`src/rtl/menu_nav_ctrl.sv`:
```
// Front-panel navigation: conditions three raw buttons into debounced release pulses and
// runs the menu cursor / app selection state for the top-level app selector.

module menu_nav_debounce #(
  parameter int DEBOUNCE_CYCLES = 6_250_000,
  parameter int SYNC_STAGES     = 2
) (
  input  logic clock,
  input  logic reset,
  input  logic btn_i,
  output logic pulse_o
);
  localparam int               CNT_W    = $clog2(DEBOUNCE_CYCLES) + 1;
  localparam logic [CNT_W-1:0] CNT_LAST = CNT_W'(DEBOUNCE_CYCLES - 1);

  typedef enum logic [1:0] {
    ST_IDLE  = 2'd0,
    ST_ARMED = 2'd1,
    ST_FIRE  = 2'd2
  } db_state_e;

  db_state_e              state_q, state_d;
  logic [CNT_W-1:0]       cnt_q, cnt_d;
  logic [SYNC_STAGES-1:0] sync_q;
  logic                   pulse_q;
  logic                   btn_s;

  assign btn_s   = sync_q[SYNC_STAGES-1];
  assign pulse_o = pulse_q;

  // Synchroniser chain, debouncer state and the registered release pulse.
  always_ff @(posedge clock or posedge reset) begin
    if (reset) begin
      sync_q  <= {SYNC_STAGES{1'b0}};
      state_q <= ST_IDLE;
      cnt_q   <= {CNT_W{1'b0}};
      pulse_q <= 1'b0;
    end else begin
      sync_q  <= {sync_q[SYNC_STAGES-2:0], btn_i};
      state_q <= state_d;
      cnt_q   <= cnt_d;
      pulse_q <= (state_q == ST_FIRE);
    end
  end

  // Release detection: any high sample while armed restarts the low-run count.
  always_comb begin
    state_d = state_q;
    cnt_d   = cnt_q;
    case (state_q)
      ST_IDLE: begin
        cnt_d = {CNT_W{1'b0}};
        if (btn_s) begin
          state_d = ST_ARMED;
        end else begin
          state_d = ST_IDLE;
        end
      end
      ST_ARMED: begin
        if (btn_s) begin
          cnt_d = {CNT_W{1'b0}};
        end else if (cnt_q >= CNT_LAST) begin
          state_d = ST_FIRE;
          cnt_d   = {CNT_W{1'b0}};
        end else begin
          cnt_d = cnt_q + {{(CNT_W-1){1'b0}}, 1'b1};
        end
      end
      ST_FIRE: begin
        state_d = ST_IDLE;
        cnt_d   = {CNT_W{1'b0}};
      end
      default: begin
        state_d = ST_IDLE;
        cnt_d   = {CNT_W{1'b0}};
      end
    endcase
  end
endmodule

module menu_nav_ctrl #(
  parameter int DEBOUNCE_CYCLES = 6_250_000,
  parameter int NUM_ITEMS       = 7,
  parameter int SYNC_STAGES     = 2
) (
  input  logic       clock,
  input  logic       reset,
  input  logic       btnC,
  input  logic       btnL,
  input  logic       btnR,
  output logic       pulse_c,
  output logic       pulse_l,
  output logic       pulse_r,
  output logic [2:0] machine_state,
  output logic [2:0] menu_state,
  output logic       state_changed
);
  localparam logic [2:0] LAST_ITEM = 3'(NUM_ITEMS);

  logic       pulse_c_s, pulse_l_s, pulse_r_s;
  logic [2:0] machine_q, machine_d;
  logic [2:0] menu_q, menu_d;
  logic       changed_q, changed_d;

  menu_nav_debounce #(.DEBOUNCE_CYCLES(DEBOUNCE_CYCLES), .SYNC_STAGES(SYNC_STAGES)) u_db_c (
    .clock(clock), .reset(reset), .btn_i(btnC), .pulse_o(pulse_c_s));
  menu_nav_debounce #(.DEBOUNCE_CYCLES(DEBOUNCE_CYCLES), .SYNC_STAGES(SYNC_STAGES)) u_db_l (
    .clock(clock), .reset(reset), .btn_i(btnL), .pulse_o(pulse_l_s));
  menu_nav_debounce #(.DEBOUNCE_CYCLES(DEBOUNCE_CYCLES), .SYNC_STAGES(SYNC_STAGES)) u_db_r (
    .clock(clock), .reset(reset), .btn_i(btnR), .pulse_o(pulse_r_s));

  assign pulse_c       = pulse_c_s;
  assign pulse_l       = pulse_l_s;
  assign pulse_r       = pulse_r_s;
  assign machine_state = machine_q;
  assign menu_state    = menu_q;
  assign state_changed = changed_q;

  // Navigation state registers.
  always_ff @(posedge clock or posedge reset) begin
    if (reset) begin
      machine_q <= 3'd0;
      menu_q    <= 3'd1;
      changed_q <= 1'b0;
    end else begin
      machine_q <= machine_d;
      menu_q    <= menu_d;
      changed_q <= changed_d;
    end
  end

  // In the menu the centre button launches and wins over L/R; inside an app only L is ours.
  always_comb begin
    machine_d = machine_q;
    menu_d    = menu_q;
    if (machine_q == 3'd0) begin
      if (pulse_c_s) begin
        machine_d = menu_q;
      end else if (pulse_r_s && !pulse_l_s) begin
        menu_d = (menu_q >= LAST_ITEM) ? 3'd1 : menu_q + 3'd1;
      end else if (pulse_l_s && !pulse_r_s) begin
        menu_d = (menu_q <= 3'd1) ? LAST_ITEM : menu_q - 3'd1;
      end else begin
        menu_d = menu_q;
      end
    end else begin
      if (pulse_l_s) begin
        machine_d = 3'd0;
      end else begin
        machine_d = machine_q;
      end
    end
    changed_d = (machine_d != machine_q);
  end
endmodule
```
`config.mk`:
```
export PLATFORM = sky130hd
export DESIGN_NAME = menu_nav_ctrl
export DESIGN_NICKNAME = d
export VERILOG_FILES = /design/src/rtl/menu_nav_ctrl.sv
export SDC_FILE = /design/constraint.sdc
export NUM_CORES = 1
export LEC_CHECK = 0
export ABC_CLOCK_PERIOD_IN_PS = 6000
export BUFFER_PORTS_ARGS = -buffer_cell sky130_fd_sc_hd__buf_4
export CORE_ASPECT_RATIO = 2
export CORE_MARGIN = 2
export CORE_UTILIZATION = 65
export DETAILED_ROUTE_END_ITERATION = 6
export PLACE_DENSITY = 0.83
export SYNTH_ARGS = -nofsm -noshare
export SYNTH_HDL_FRONTEND = slang
export SYNTH_SLANG_ARGS = --single-unit
```
`constraint.sdc`:
```
create_clock -name clock -period 6 [get_ports clock]
set_clock_uncertainty 0.15 [all_clocks]
set_input_delay 0 -clock clock [delete_from_list [all_inputs] [get_ports clock]]
set_output_delay 0 -clock clock [all_outputs]
set_load 0.01 [all_outputs]
```
==> tab_implementation.tex, run 1 <==
\begin{tabular}{lr}
\hline
Metric & Value \\
\hline
\multicolumn{2}{l}{\textbf{Outcome}} \\
\quad Outcome & completed \\
\multicolumn{2}{l}{\textbf{Die}} \\
\quad \# rows & 42 \\
\quad Total I/O pin count & 15 \\
\quad Core footprint & 0.00662 mm² \\
\quad Initial Utilization & 0.673 \\
\quad Width of the die & 62.5 µm \\
\quad Die area & 0.00757 mm² \\
\quad Height of the die & 121 µm \\
\multicolumn{2}{l}{\textbf{Critical path}} \\
\quad Capturing element of the worst setup path & u\_db\_r.cnt\_q[5] \\
\quad Cell family with the largest share of critical-path delay & compound AO/OA/AOI/OAI gates \\
\quad Worst path required time & 6.02 ns \\
\quad Type of the worst setup path & reg -> reg \\
\quad Worst Path Arrival & 2.55 ns \\
\quad Crit Path Max Fanout & 23 \\
\quad CP Buf/Inv Count & 0 \\
\quad Depth of the critical timing path with buffers and inverters included & 6 \\
\quad Critical path origin & u\_db\_r.cnt\_q[0] \\
\quad R2R Path End & u\_db\_r.cnt\_q[5] \\
\quad FF-to-FF path depth & 6 \\
\quad Type of element launching the critical path & flip-flop \\
\quad Register-to-register setup slack & 3.47 ns \\
\quad Slowest cell delay on critical path & 0.78 ns \\
\quad Type of element capturing the critical path & flip-flop \\
\quad Reg2Reg Launch Point & u\_db\_r.cnt\_q[0] \\
\quad Library cell contributing the largest single delay on the critical path & sky130\_fd\_sc\_hd\_\_o211ai\_2 \\
\quad Cell-by-cell trace of the critical path & ha\_1 > nand3\_2 > a2111oi\_0 > a211oi\_1 > o211ai\_2 > nor2\_1 \\
\multicolumn{2}{l}{\textbf{Power and ir drop}} \\
\quad Part of the total power dissipated in the clock network & 0.383 \\
\quad Peak supply drop & 0.000273 V \\
\quad Switching fraction of total power & 0.254 \\
\quad Leakage power summed over all cells & 2.10 nW \\
\quad Combinational Power Share & 0.123 \\
\quad Total power of the final layout & 1.44 mW \\
\quad Internal power summed over all cells & 1.07 mW \\
\quad Net Switching & 0.366 mW \\
\quad Proportion of power drawn by flip-flops and latches & 0.494 \\
\quad Pwr dens & 290 mW/mm² \\
\multicolumn{2}{l}{\textbf{Clock tree}} \\
\quad Clock tree root buffer cell & sky130\_fd\_sc\_hd\_\_clkbuf\_16 \\
\quad Clock sink count & 94 \\
\quad Longest Clk Path Bufs & 2 \\
\quad Clock transition at the registers of the reported paths & 0.06 ns \\
\quad Buffers inserted during post-CTS setup optimization & 0 \\
\quad TritonCTS clock tree & yes \\
\quad Total clock buffers created by CTS & 9 \\
\quad Clock latency at the later pin of the worst-skew pair & 0.33 ns \\
\quad H-tree levels & 3 \\
\multicolumn{2}{l}{\textbf{Min path}} \\
\quad Startpoint of the tightest hold check path & btnR \\
\quad Min-delay worst type & in -> reg \\
\multicolumn{2}{l}{\textbf{Yosys}} \\
\quad Top post-synthesis cells by area & sky130\_fd\_sc\_hd\_\_dfrtp\_1 (52\%), sky130\_fd\_sc\_hd\_\_xor2\_1 (8.3\%), sky130\_fd\_sc\_hd\_\_nor2\_1 (5.4\%) \\
\quad Distinct cell type count of the synthesized netlist & 52 \\
\quad Portion of the post-synthesis area used by sequential elements & 0.528 \\
\quad Area share of the largest cell type after synthesis & 0.522 \\
\quad Compound-cell area share of the yosys netlist & 0.0604 \\
\quad Proportion of synthesized area in mux cells & 0 \\
\quad Number of enable flip-flop cells after synthesis & 0 \\
\quad Xor and xnor fraction of the mapped netlist area & 0.120 \\
\quad Mean area per synthesized cell & 10.3 µm² \\
\quad Netlist area before placement & 0.00445 mm² \\
\quad Combinational family with the most area after synthesis & simple AND/OR/NAND/NOR gates \\
\quad Count of mapped cells out of synthesis & 432 \\
\quad Top flip-flop cell by instance count after synthesis & sky130\_fd\_sc\_hd\_\_dfrtp\_1 \\
\quad Total of warnings raised by yosys & 0 \\
\quad Most instantiated library cell after synthesis & sky130\_fd\_sc\_hd\_\_dfrtp\_1 \\
\quad Ys async rst share & 1.00 \\
\quad Adder-Cell Fraction of Synth Area & 0.0225 \\
\quad Cell accounting for the most synthesized area & sky130\_fd\_sc\_hd\_\_dfrtp\_1 \\
\quad Post-synthesis sequential element count & 94 \\
\quad Post-synthesis share of cell area spent on and, or, nand and nor gates & 0.246 \\
\quad Leading cell types by count after synthesis & sky130\_fd\_sc\_hd\_\_dfrtp\_1 (93), sky130\_fd\_sc\_hd\_\_nor2\_1 (64), sky130\_fd\_sc\_hd\_\_xor2\_1 (42) \\
\multicolumn{2}{l}{\textbf{Global route}} \\
\quad First-pass GRT wire length & 14,300 µm \\
\quad Total grt overflow & 0 \\
\quad Number of global-route vias before repair & 3,247 \\
\quad Antenna violations before repair & 0 \\
\quad Total global-route track usage & 0.240 \\
\quad Maximum number of pins on one net before global-route repair & 95 \\
\multicolumn{2}{l}{\textbf{Timing}} \\
\quad Slew of the pin with the lowest slew margin & 1.15 ns \\
\quad Fin. Hold Viols & 0 \\
\quad Min Tclk post-route & 2.53 ns \\
\quad Final setup vio count & 0 \\
\quad Number of pins exceeding their max-slew limit in the final report & 0 \\
\quad Max frequency & 395 MHz \\
\quad Worst setup slack after layout & 3.47 ns \\
\quad Setup repair after global routing missed its margin & false \\
\quad Final clock period utilization by the worst path & 0.422 \\
\quad Setup\_tns & 0 ns \\
\quad Slew Limit Headroom & 0.235 \\
\multicolumn{2}{l}{\textbf{Placed design}} \\
\quad GPL Wtd Cong & 0.845 \\
\quad Post-place setup slack & 3.45 ns \\
\quad Count of port buffers added during placement & 14 \\
\quad Detail Placement HPWL & 5270 µm \\
\multicolumn{2}{l}{\textbf{Route}} \\
\quad Total detailed-routing wirelength & 8020 µm \\
\quad Wirelength per Cell & 14.7 µm \\
\quad Violation count after the first detailed-route iteration & 189 \\
\quad DR top layer & met4 \\
\quad Length of the first detailed-routing pass in iterations & 5 \\
\quad DRC violations left & 0 \\
\quad Antenna Violating Nets Remaining & 0 \\
\quad Met1 wire length & 3200 µm \\
\quad Met3 wire length & 203 µm \\
\quad Ratio of routed vias to standard cells & 5.74 \\
\quad Met2 wire length & 4400 µm \\
\quad Via count & 3,141 \\
\multicolumn{2}{l}{\textbf{Finish}} \\
\quad Diodes inserted & 0 \\
\quad Share of layout cells above drive strength 1 & 0.137 \\
\quad Signed area change from the synthesized netlist to the final layout & 11.4\% \\
\quad \# fillers & 481 \\
\quad Net count of the finished layout & 468 \\
\multicolumn{2}{l}{\textbf{Run}} \\
\quad MaxCap Viol Count & 0 \\
\hline
\end{tabular}
final cells by class:
type | count | area, µm² | area share
flip-flops and latches | 94 | 2350 | 0.474
multi-input cells | 319 | 2010 | 0.405
clock buffers | 11 | 243 | 0.0489
repair buffers | 19 | 153 | 0.0308
well taps | 88 | 110 | 0.0222
clock inverters | 4 | 47.5 | 0.00958
inverters | 12 | 46.3 | 0.00933
logic make-up after synthesis:
| logic type | Yosys count |
|---|---|
| buffers and inverters | 21 |
| AO/OA/AOI/OAI | 35 |
| XOR/XNOR | 61 |
| other | 1 |
| AND/OR/NAND/NOR | 212 |
| adder cells (fa/ha/maj) | 8 |
| flip-flops | 94 |
sequential cells by signal, indices dropped and copies added (netlist names):
name	count
machine_state	3
menu_state	3
state_changed	1
u_db_c.cnt_q	24
u_db_c.pulse_o	1
u_db_c.state_q	2
u_db_c.sync_q	2
u_db_l.cnt_q	24
u_db_l.pulse_o	1
u_db_l.state_q	2
u_db_l.sync_q	2
u_db_r.cnt_q	24
u_db_r.pulse_o	1
u_db_r.state_q	2
u_db_r.sync_q	2
routing by layer:
layer  global-route usage  up-vias
met5                    0        -
met3               0.0445       22
met2                0.432       61
met1                0.266     1550
met4                0.124        0
li1                     -     1508
worst min path at each step:
stage	end	slack (ns)	cells past startpoint
finish	u_db_r.sync_q[0]	0.17	2
global route	u_db_r.sync_q[0]	0.17	2
CTS	u_db_c.sync_q[0]	0.16	2
detailed placement	u_db_r.sync_q[0]	-0.04	1
global placement	u_db_r.sync_q[0]	-0.04	1
floorplan	u_db_c.sync_q[0]	-0.12	0
power groups by stage:
stage | registers (mW) | clock network [mW] | logic, mW
3_3_place_gp | 0.719 | 0 | 0.164
4_1_cts | 0.710 | 0.558 | 0.180
3_5_place_dp | 0.720 | 0 | 0.176
5_1_grt | 0.717 | 0.587 | 0.199
2_1_floorplan | 0.721 | 0 | 0.105
6_report | 0.710 | 0.551 | 0.178
worst reg2reg max path, cell delays in order, from the launching register on:
cell and delay [ns]:
sky130_fd_sc_hd__dfrtp_1 0.39, sky130_fd_sc_hd__ha_1 0.22, sky130_fd_sc_hd__nand3_2 0.15, sky130_fd_sc_hd__a2111oi_0 0.41, sky130_fd_sc_hd__a211oi_1 0.13, sky130_fd_sc_hd__o211ai_2 0.78
sky130_fd_sc_hd__nor2_1 0.15
repair_timing:
action | in CTS | in global routing
hold endpoints to repair | 96 | 0
hold buffers | 4 | 0
resized for setup | 0 | 0
stage by stage:
| stage | hold WS (ns) | area (µm²) | utilization | std cells |
|---|---|---|---|---|
| 4_1_cts | 0.157 | 4960 | 0.750 | 547 |
| 3_3_place_gp | -0.0391 | 4630 | 0.700 | 528 |
| 5_1_grt | 0.167 | 4960 | 0.750 | 547 |
| 3_5_place_dp | -0.0393 | 4630 | 0.700 | 528 |
| 2_1_floorplan | -0.119 | 4460 | - | 434 |
| 6_report | 0.171 | 4960 | 0.750 | 547 |
cell usage in the layout (no fill, tap or decap), types with 4 or more instances in the layout:
cell and count:
sky130_fd_sc_hd__dfrtp_1 93, sky130_fd_sc_hd__buf_4 15, sky130_fd_sc_hd__nand2_1 36, sky130_fd_sc_hd__nor4_1 5
sky130_fd_sc_hd__xnor2_1 19, sky130_fd_sc_hd__a211oi_1 5, sky130_fd_sc_hd__and4_1 7, sky130_fd_sc_hd__clkbuf_16 9
sky130_fd_sc_hd__o21ai_0 6, sky130_fd_sc_hd__nor2_2 20, sky130_fd_sc_hd__nor3_1 9, sky130_fd_sc_hd__a21oi_1 5
sky130_fd_sc_hd__nand4_1 15, sky130_fd_sc_hd__nor2b_1 6, sky130_fd_sc_hd__ha_1 8, sky130_fd_sc_hd__and3_1 10
sky130_fd_sc_hd__nor2_1 64, sky130_fd_sc_hd__dlygate4sd3_1 4, sky130_fd_sc_hd__nand3_1 23, sky130_fd_sc_hd__inv_1 11
sky130_fd_sc_hd__xor2_1 42
Note: power is estimated with default switching activity, not from simulation.
==> inputs of run 2 (changes only) <==
ABC_AREA = 1   (was not set)
ABC_CLOCK_PERIOD_IN_PS = 2000   (was 6000)
CORE_UTILIZATION = 56   (was 65)
PLACE_DENSITY = 0.76   (was 0.83)
clock period = 2 ns   (was 6 ns; I/O delays follow)
==> run 2 against run 1 <==
Maximum frequency rose by 36%. Critical path depth rose by 2. Utilization fell by 10 points. Via count rose by 30%. Sequential share of layout area fell by 5.5 points. Non-clock buffer count rose by 6. Count of clock-buffer cells in the layout did not move. Die area rose by 28%. Power rose to 3.2 times the previous value. Hold slack got worse by 0.022 ns. Critical endpoint is now u_db_l.cnt_q[20]. Largest cell class unchanged.
==> tab_implementation.tex, run 2 <==
\begin{tabular}{lr}
\hline
Metric & Value \\
\hline
\multicolumn{2}{l}{\textbf{Outcome}} \\
\quad Outcome & completed \\
\multicolumn{2}{l}{\textbf{Yosys}} \\
\quad Total of warnings raised by yosys & 0 (unchanged) \\
\quad Most instantiated library cell after synthesis & sky130\_fd\_sc\_hd\_\_nand2\_1 \\
\quad Count of mapped cells out of synthesis & 624 (+44\%) \\
\quad Post-synthesis sequential element count & 94 (unchanged) \\
\quad Number of enable flip-flop cells after synthesis & 0 (unchanged) \\
\quad Area share of the largest cell type after synthesis & 0.467 (-0.0557) \\
\quad Cell accounting for the most synthesized area & sky130\_fd\_sc\_hd\_\_dfrtp\_1 \\
\quad Ys async rst share & 1.00 (unchanged) \\
\quad Leading cell types by count after synthesis & sky130\_fd\_sc\_hd\_\_nand2\_1 (135), sky130\_fd\_sc\_hd\_\_nor2\_1 (128), sky130\_fd\_sc\_hd\_\_dfrtp\_1 (93) \\
\quad Netlist area before placement & 0.00499 mm² (+12\%) \\
\quad Top flip-flop cell by instance count after synthesis & sky130\_fd\_sc\_hd\_\_dfrtp\_1 \\
\quad Distinct cell type count of the synthesized netlist & 37 (-29\%) \\
\quad Portion of the post-synthesis area used by sequential elements & 0.472 (-0.0564) \\
\quad Top post-synthesis cells by area & sky130\_fd\_sc\_hd\_\_dfrtp\_1 (47\%), sky130\_fd\_sc\_hd\_\_nand2\_1 (10\%), sky130\_fd\_sc\_hd\_\_nor2\_1 (9.6\%) \\
\quad Mean area per synthesized cell & 7.99 µm² (-23\%) \\
\multicolumn{2}{l}{\textbf{Min path}} \\
\quad Min-delay worst type & in -> reg \\
\multicolumn{2}{l}{\textbf{Finish}} \\
\quad Sequential Area & 0.00235 mm² (unchanged) \\
\quad Most common cell after layout, fill and taps aside & sky130\_fd\_sc\_hd\_\_nand2\_1 \\
\quad Net count of the finished layout & 669 (+43\%) \\
\quad Highest-count cells in the layout ignoring fill and taps & sky130\_fd\_sc\_hd\_\_nand2\_1 (135), sky130\_fd\_sc\_hd\_\_nor2\_1 (128), sky130\_fd\_sc\_hd\_\_dfrtp\_1 (93) \\
\quad Largest registers & u\_db\_c.cnt\_q (24), u\_db\_l.cnt\_q (24), u\_db\_r.cnt\_q (24) \\
\quad \# fillers & 749 (+56\%) \\
\quad Multi-input logic area & 0.00231 mm² (+15\%) \\
\quad Diodes inserted & 0 (unchanged) \\
\quad Share of layout cells above drive strength 1 & 0.109 (-0.0283) \\
\quad Signed area change from the synthesized netlist to the final layout & 12.7\% \\
\multicolumn{2}{l}{\textbf{Timing}} \\
\quad Slew of the pin with the lowest slew margin & 0.577 ns (-0.571 ns) \\
\quad Fin. Hold Viols & 0 (unchanged) \\
\quad Min Tclk post-route & 1.86 ns (-0.670 ns) \\
\quad Final clock period utilization by the worst path & 0.930 (+0.509) \\
\quad Final setup vio count & 0 (unchanged) \\
\quad Max frequency & 537 MHz (+36\%) \\
\quad Worst setup slack after layout & 0.139 ns (-3.33 ns) \\
\quad Setup\_tns & 0 ns (unchanged) \\
\quad Setup repair after global routing missed its margin & false \\
\quad Number of pins exceeding their max-slew limit in the final report & 0 (unchanged) \\
\quad Slew Limit Headroom & 0.614 (+0.379) \\
\multicolumn{2}{l}{\textbf{Critical path}} \\
\quad Type of element launching the critical path & flip-flop \\
\quad Worst Path Arrival & 1.94 ns (-0.61 ns) \\
\quad Cell-by-cell trace of the critical path & ha\_1 > nand2\_1 > nor2\_2 > nand3\_1 > nor2\_1 > nand2\_1 > nand3\_1 > nor2\_1 \\
\quad Type of the worst setup path & reg -> reg \\
\quad Cell family with the largest share of critical-path delay & simple AND/OR/NAND/NOR gates \\
\quad Worst path required time & 2.08 ns (-3.94 ns) \\
\quad Slowest cell delay on critical path & 0.39 ns (-0.39 ns) \\
\quad Type of element capturing the critical path & flip-flop \\
\quad CP Buf/Inv Count & 0 (unchanged) \\
\quad Library cell contributing the largest single delay on the critical path & sky130\_fd\_sc\_hd\_\_dfrtp\_1 \\
\quad Crit Path Max Fanout & 7 (-70\%) \\
\multicolumn{2}{l}{\textbf{Clock tree}} \\
\quad Total clock buffers created by CTS & 9 (unchanged) \\
\quad Clock sink count & 94 (unchanged) \\
\quad Clock transition at the registers of the reported paths & 0.06 ns (about the same) \\
\quad H-tree levels & 3 (unchanged) \\
\quad Clock latency at the later pin of the worst-skew pair & 0.34 ns (about the same) \\
\quad Longest Clk Path Bufs & 2 (unchanged) \\
\quad Count of instances resized after the clock tree is built & 0 (unchanged) \\
\quad Clock tree root buffer cell & sky130\_fd\_sc\_hd\_\_clkbuf\_16 \\
\quad TritonCTS clock tree & yes \\
\multicolumn{2}{l}{\textbf{Die}} \\
\quad Height of the die & 137 µm (+14\%) \\
\quad Core footprint & 0.00865 mm² (+31\%) \\
\quad \# rows & 48 (+14\%) \\
\quad Die area & 0.00972 mm² (+28\%) \\
\quad Initial Utilization & 0.577 (-0.0962) \\
\quad Width of the die & 70.7 µm (+13\%) \\
\quad Total I/O pin count & 15 (unchanged) \\
\multicolumn{2}{l}{\textbf{Run}} \\
\quad MaxCap Viol Count & 0 (unchanged) \\
\multicolumn{2}{l}{\textbf{Route}} \\
\quad Ratio of routed vias to standard cells & 5.39 (-6.2\%) \\
\quad Total detailed-routing wirelength & 10,600 µm (+33\%) \\
\quad DR top layer & met4 \\
\quad Antenna Violating Nets Remaining & 0 (unchanged) \\
\quad Wirelength per Cell & 14.0 µm (-4.7\%) \\
\quad DRC violations left & 0 (unchanged) \\
\quad Met1 wire length & 3990 µm (+25\%) \\
\quad Met3 wire length & 326 µm (+61\%) \\
\quad Met2 wire length & 5960 µm (+35\%) \\
\quad Violation count after the first detailed-route iteration & 283 (+50\%) \\
\quad Length of the first detailed-routing pass in iterations & 4 (-1) \\
\quad Via count & 4,099 (+30\%) \\
\multicolumn{2}{l}{\textbf{Power and ir drop}} \\
\quad Leakage power summed over all cells & 2.49 nW (+18\%) \\
\quad Pwr dens & 811 mW/mm² (+180\%) \\
\quad Peak supply drop & 0.000485 V (+78\%) \\
\multicolumn{2}{l}{\textbf{Global route}} \\
\quad Number of global-route vias before repair & 4,258 (+31\%) \\
\quad Maximum number of pins on one net before global-route repair & 73 (-23\%) \\
\quad First-pass GRT wire length & 18,500 µm (+29\%) \\
\quad Antenna violations before repair & 0 (unchanged) \\
\quad Total grt overflow & 0 (unchanged) \\
\quad Total global-route track usage & 0.240 (about the same) \\
\multicolumn{2}{l}{\textbf{Placed design}} \\
\quad Post-place setup slack & 0.142 ns (-3.31 ns) \\
\quad Count of port buffers added during placement & 14 (unchanged) \\
\quad GPL Wtd Cong & 0.942 (+11\%) \\
\quad Detail Placement HPWL & 7810 µm (+48\%) \\
\hline
\end{tabular}
run 2: changes by cell type after synthesis, sizes merged, moves of 10 or more:
cell / delta
nand2: +103
inv: +62
nor2: +61
nand3: +14
and3: -10
xnor2: -10
xor2: -10
run 2: worst paths after layout:
kind,startpoint,endpoint,slack [ns],cells after the start
hold reg to reg,u_db_l.sync_q[0],u_db_l.sync_q[1],0.20,0
min in group asynchronous,reset,u_db_l.cnt_q[3],0.17,4
hold / removal,btnC,u_db_c.sync_q[0],0.15,2
setup / recovery,u_db_l.cnt_q[0],u_db_l.cnt_q[20],0.14,8
max in group asynchronous,reset,u_db_l.cnt_q[4],1.21,4
setup reg to reg,u_db_l.cnt_q[0],u_db_l.cnt_q[20],0.14,8
run 2: layout make-up:
cell class	count	share of cell area
sequential	94	0.419
multi-input combinational	452	0.412
inverter	74	0.0501
clock buffer	11	0.0450
timing repair buffer	25	0.0374
tap	100	0.0223
clock inverter	5	0.0145
run 2: worst register-to-register path: cells and delay by family (launching register included):
kind / cells / cell delay [ns]
and+or+nand+nor: 7 / 1.01
DFF: 1 / 0.39
adders and majority gates: 1 / 0.20
run 2: report_power, final:
part           leakage (nW)  total (mW)  internal (mW)  switching [mW]
logic                  1.06       0.571          0.257           0.314
clock network         0.162        1.87           1.16           0.709
registers              1.27        2.11           2.00           0.113
total                  2.49        4.55           3.42            1.14
run 2: timing repair:
action,in CTS,in global routing
buffers inserted,0,0
endpoints found under the hold margin,97,0
hold buffers,4,0
run 2: cells by family after synthesis:
| family | share of synthesized area |
|---|---|
| AO/OA/AOI/OAI | 0.0409 |
| flip-flops | 0.472 |
| adder cells (fa/ha/maj) | 0.0201 |
| buffers and inverters | 0.0655 |
| XOR/XNOR | 0.0720 |
| AND/OR/NAND/NOR | 0.329 |
| other | 0.000752 |
run 2: stage by stage:
stage                      util  cells  total power [mW]  area [µm²]  hold slack [ns]
after floorplan               -    626              2.49        5000           -0.119
after global placement    0.606    741              2.70        5240          -0.0408
after detailed placement  0.606    741              2.72        5240          -0.0381
after CTS                 0.650    761              4.61        5620            0.151
after global routing      0.650    761              4.77        5620            0.168
final                     0.650    761              4.55        5620            0.149
run 2: routing by layer:
metal,track usage,vias up
li1,-,2033
met1,0.250,1961
met2,0.453,80
met3,0.0366,25
met4,0.124,0
met5,0,-
